$ cat config.mk
export PLATFORM = sky130hd
export DESIGN_NAME = sd_prio_ager
export DESIGN_NICKNAME = d
export VERILOG_FILES = /design/src/rtl/sd_prio_ager.sv
export SDC_FILE = /design/constraint.sdc
export NUM_CORES = 1
export LEC_CHECK = 0
export ABC_CLOCK_PERIOD_IN_PS = 5300
export CAP_MARGIN = 20
export CORE_MARGIN = 8
export CORE_UTILIZATION = 65
export DETAILED_ROUTE_END_ITERATION = 16
export DONT_BUFFER_PORTS = 1
export GPL_ROUTABILITY_DRIVEN = 0
export MAX_ROUTING_LAYER = met4
export PLACE_DENSITY = 0.82
export SLEW_MARGIN = 20
export SYNTH_ARGS = -nofsm -noshare
export SYNTH_HDL_FRONTEND = slang
export SYNTH_SLANG_ARGS = --single-unit
$ cat constraint.sdc
create_clock -name clk -period 5.3 [get_ports clk]
set_input_delay 0.53 -clock clk [delete_from_list [all_inputs] [get_ports clk]]
set_output_delay 0.53 -clock clk [all_outputs]
set_load 0.02 [all_outputs]
$ cat src/rtl/sd_prio_ager.sv
// Dynamic priority and eligibility generator for the srdy/drdy priority mux:
// waiting requests age upward in priority, and per-input token buckets gate the mask.
module sd_prio_ager #(
  parameter int inputs        = 2,
  parameter int prio_width    = 4,
  parameter int age_width     = 8,
  parameter int age_shift     = 4,
  parameter int tok_width     = 8,
  parameter int refill_period = 16
) (
  input  logic                         clk,
  input  logic                         reset,
  input  logic [inputs-1:0]            req,
  input  logic [inputs-1:0]            ack,
  input  logic [prio_width*inputs-1:0] base_prio,
  input  logic [inputs-1:0]            rate_en,
  input  logic [tok_width*inputs-1:0]  tok_add,
  input  logic [tok_width*inputs-1:0]  tok_cap,
  output logic [prio_width*inputs-1:0] prio,
  output logic [inputs-1:0]            mask,
  output logic [inputs-1:0]            starve,
  output logic [inputs-1:0]            tok_err
);

  localparam int AGE_W = (age_width > age_shift) ? age_width - age_shift : 1;
  localparam int SUM_W = ((prio_width > AGE_W) ? prio_width : AGE_W) + 1;
  localparam int RC_W  = (refill_period > 1) ? $clog2(refill_period) : 1;
  localparam logic [age_width-1:0] AGE_MAX  = '1;
  localparam logic [SUM_W-1:0]     PRIO_MAX = {{(SUM_W-prio_width){1'b0}}, {prio_width{1'b1}}};

  logic [RC_W-1:0] rc_reg;
  logic            init_reg;
  logic            strobe;

  assign strobe = (rc_reg == RC_W'(refill_period - 1));

  // The init cycle loads full buckets and freezes the refill phase.
  always_ff @(posedge clk) begin
    if (reset) begin
      rc_reg   <= '0;
      init_reg <= 1'b1;
    end else if (init_reg) begin
      init_reg <= 1'b0;
    end else begin
      rc_reg <= strobe ? '0 : rc_reg + RC_W'(1);
    end
  end

  for (genvar gi = 0; gi < inputs; gi++) begin : g_in
    logic [prio_width-1:0] base;
    logic [tok_width-1:0]  add;
    logic [tok_width-1:0]  cap;
    logic [age_width-1:0]  wait_reg;
    logic [age_width-1:0]  wait_next;
    logic [tok_width-1:0]  tok_reg;
    logic [tok_width-1:0]  tok_next;
    logic [tok_width:0]    tok_sum;
    logic [SUM_W-1:0]      aged;
    logic [prio_width-1:0] prio_next;
    logic [prio_width-1:0] prio_reg;
    logic                  mask_reg;
    logic                  starve_reg;
    logic                  err_reg;
    logic                  xfer;
    logic                  consume;
    logic                  underflow;

    assign base      = base_prio[gi*prio_width +: prio_width];
    assign add       = tok_add[gi*tok_width +: tok_width];
    assign cap       = tok_cap[gi*tok_width +: tok_width];
    assign xfer      = req[gi] & ack[gi] & ~init_reg;
    assign consume   = xfer & rate_en[gi];
    assign underflow = consume & (tok_reg == '0);

    always_comb begin
      wait_next = wait_reg;
      if (!init_reg) begin
        if (xfer || !req[gi]) begin
          wait_next = '0;
        end else if (wait_reg != AGE_MAX) begin
          wait_next = wait_reg + age_width'(1);
        end
      end
    end

    // Consume and refill combine at one extra bit, then clamp to capacity.
    always_comb begin
      tok_sum = {1'b0, tok_reg};
      if (consume && !underflow) begin
        tok_sum = tok_sum - (tok_width+1)'(1);
      end
      if (strobe) begin
        tok_sum = tok_sum + {1'b0, add};
      end
      if (init_reg || (tok_sum > {1'b0, cap})) begin
        tok_next = cap;
      end else begin
        tok_next = tok_sum[tok_width-1:0];
      end
    end

    always_comb begin
      aged      = {{(SUM_W-prio_width){1'b0}}, base} + SUM_W'(wait_next >> age_shift);
      prio_next = (aged > PRIO_MAX) ? PRIO_MAX[prio_width-1:0] : aged[prio_width-1:0];
    end

    always_ff @(posedge clk) begin
      if (reset) begin
        wait_reg   <= '0;
        tok_reg    <= '0;
        prio_reg   <= '0;
        mask_reg   <= 1'b0;
        starve_reg <= 1'b0;
        err_reg    <= 1'b0;
      end else begin
        wait_reg   <= wait_next;
        tok_reg    <= tok_next;
        prio_reg   <= prio_next;
        mask_reg   <= ~rate_en[gi] | (tok_next != '0);
        starve_reg <= (wait_next == AGE_MAX);
        if (underflow) begin
          err_reg <= 1'b1;
        end
      end
    end

    assign prio[gi*prio_width +: prio_width] = prio_reg;
    assign mask[gi]    = mask_reg;
    assign starve[gi]  = starve_reg;
    assign tok_err[gi] = err_reg;
  end

endmodule

==> results_dict.tcl <==
set metrics [dict create \
    maxSlewViolCount 0 \
    swShare 0.310 \
    synth_commonest_cells "nor2_1, inv_1, dfxtp_1" \
    post-route-drc-count 0 \
    yosysMostFrequentCell "nor2_1" \
    startpoint_type "register" \
    cts-root-buf "clkbuf_8" \
    async_reset_ff_frac 0 \
    dpl.hpwl_mm 7.63 \
    path_clk_slew_ns 0.09 \
    critPathRequiredTime_ns 5.48 \
    start_util 0.660 \
    worst_slack_ns 0.305 \
    antenna_found_initial 0 \
    numCtsBuffers 5 \
    grt_start_max_net_pins 42 \
    portBuffers 0 \
    core-area_mm2 0.00624 \
    vias 3563 \
    diodes 0 \
    clockBufferDepth 2 \
    outcome "finished clean" \
    synth_seq_cells 51 \
    crit_path_end_kind "register" \
    setup_viol 0 \
    ys_seq_area_frac 0.248 \
    synth.distinct_cells 62 \
    whs_path_depth 0 \
    gr-total-overflow 0 \
    ys.flop_type "dfxtp_1" \
    period_needed_ns 5.00 \
    min_period_over_period 0.943 \
    cts.sinks 51 \
    drv_cap 0 \
    cp_max_fo 5 \
    hold_class "in2reg" \
    via_per_inst 6.11 \
    power_density_mw_per_mm2 231 \
    syn_nets 603 \
    ys_top_cells_by_area "dfxtp_1, ha_1, nor2_1" \
    worstSetupPathType "reg2reg" \
    setup_tns_ns 0 \
    fp.dieH_um 95.6 \
    drt_iter0_drc 180 \
    p_leak_nw 1.99 \
    avgSynthCellArea_um2 8.18 \
    p_int_w 0.000697 \
    post_dp_cell_area_mm2 0.00420 \
    grt_pass1_wl_mm 15.1 \
    hold_ws_ns 0.254 \
    cp.arrival_ns 5.17 \
    max-slew-margin-rel 0.596 \
    clk_latency_ns 0.30 \
    synth_top_area_frac 0.248 \
    htree_levels 2 \
    layout.cells.non_filler 583 \
    placed_cells 574 \
    ios 62 \
    area_growth_pct 6.01 \
    hold_viol_final 0 \
    yosysTopAreaCell "dfxtp_1" \
    firstDrtPassIters 5 \
    grt_setup_unrepaired "false" \
    cts_tree "done" \
    drive_above_1_share 0.0889 \
    syn_inst 504 \
    place_ws_ns 0.0629 \
    power.net_switching_w 0.000313 \
    worstMarginPinSlew_ns 0.606 \
    ant_nets 0 \
    seqPwrFrac 0.426 \
    first_global_vias 3522 \
    max_freq_ghz 0.200 \
    clkPwrFrac 0.272 \
    wire_per_inst_um 16.2 \
    fin_nets 604 \
    worstRegToRegCells 23 \
    yosys_warnings 0 \
    grtUsageTotal 0.210 \
    syn_area_mm2 0.00412 \
    drt_wl_total_mm 9.42 \
    die_x_um 95.6 \
    pwr-share-comb 0.302 \
    rows 29 \
    skew_ns 0.00314 \
    dieArea_mm2 0.00915 \
    synth_edf_count 0 \
    post-route-cell-area_mm2 0.00437 \
    ir_worst_vdd_mv 0.221 \
]
[repair_timing]
action,4_1_cts,5_1_grt
endpoints found under the setup margin,1,12
buffers inserted,0,1
pin swaps,0,1
gates resized for setup,1,6
hold buffers,0,0
[per-stage QoR]
step	util	power, W
after floorplan	-	0.000670
after global placement	0.672	0.000717
after detailed placement	0.672	0.000731
after CTS	0.692	0.00100
after global routing	0.700	0.00107
final	0.700	0.00101
[worst max-delay path, cell delays in order (launching register included)]
cell       delay, ns
dfxtp_1         0.33
inv_1           0.11
ha_1            0.23
nor3b_2         0.31
a21oi_2         0.16
xnor2_1         0.21
ha_1            0.24
inv_1           0.07
fa_1            0.40
nor2b_1         0.16
o31a_1          0.18
o31a_1          0.18
a211oi_1        0.07
a21o_1          0.18
ha_1            0.28
nand4_1         0.09
a21oi_1         0.07
o41ai_2         0.41
buf_4           0.18
o211ai_2        0.11
a2111oi_0       0.47
buf_4           0.21
o2bb2ai_1       0.12
a31oi_1         0.09
[cells by family (layout without fill, tap and decap cells)]
family | after synthesis | after routing | synth area share
AND/OR/NAND/NOR | 177 | 177 | 0.229
AO/OA/AOI/OAI | 100 | 100 | 0.162
buffers and inverters | 67 | 69 | 0.0671
adder cells (fa/ha/maj) | 51 | 51 | 0.162
flip-flops | 51 | 51 | 0.248
XOR/XNOR | 33 | 33 | 0.0701
multiplexers | 25 | 25 | 0.0628
[cell type report]
class | instances | area [µm²]
inverters | 52 | 195
clock inverters | 2 | 35.0
repair buffers | 9 | 80.1
well taps | 77 | 96.3
flip-flops and latches | 51 | 1020
multi-input cells | 386 | 2860
fillers | 498 | 1870
clock buffers | 6 | 82.6
[per-layer routing]
layer  up-vias  wire length, µm  part of all wire  global-route usage
met3        17              511             0.054              0.0409
met5         -                0                 0                   -
li1       1772                -                 -                   -
met1      1684             4100              0.44               0.236
met2        90             4620              0.49               0.364
met4         0              186             0.020              0.0730
[power groups by stage]
stage	registers [W]	clock network (W)	logic, W
after floorplan	0.000431	0	0.000239
after global placement	0.000438	0	0.000279
after detailed placement	0.000438	0	0.000292
after CTS	0.000430	0.000280	0.000295
after global routing	0.000433	0.000298	0.000340
final	0.000431	0.000274	0.000305
[placed cells by master (no fill, tap or decap), types with 4 or more instances in the layout]
cell type / n
a211oi_1: 4
a21o_1: 10
a21oi_1: 32
a31oi_1: 4
and3_1: 4
buf_4: 8
clkbuf_8: 6
dfxtp_1: 51
fa_1: 4
ha_1: 47
inv_1: 52
mux2_2: 7
mux2i_1: 18
nand2_1: 22
nand2b_1: 4
nand3_1: 10
nand3b_1: 4
nand4_1: 11
nand4b_1: 4
nor2_1: 63
nor2b_1: 9
nor3_1: 18
nor4_1: 4
o21a_1: 4
o21ai_0: 15
o31a_1: 4
xnor2_1: 16
xor2_1: 17
[worst paths after layout]
path	from	end	slack (ns)
max	g_in[1].tok_reg[0]$_SDFF_PP0_	g_in[1].mask_reg$_SDFF_PP0_	0.30
min	reset	init_reg$_DFF_P_	0.25
max reg2reg	g_in[1].tok_reg[0]$_SDFF_PP0_	g_in[1].mask_reg$_SDFF_PP0_	0.30
min reg2reg	rc_reg[3]$_SDFFE_PP0N_	rc_reg[3]$_SDFFE_PP0N_	0.50
Power figures use the tool's default switching activity.
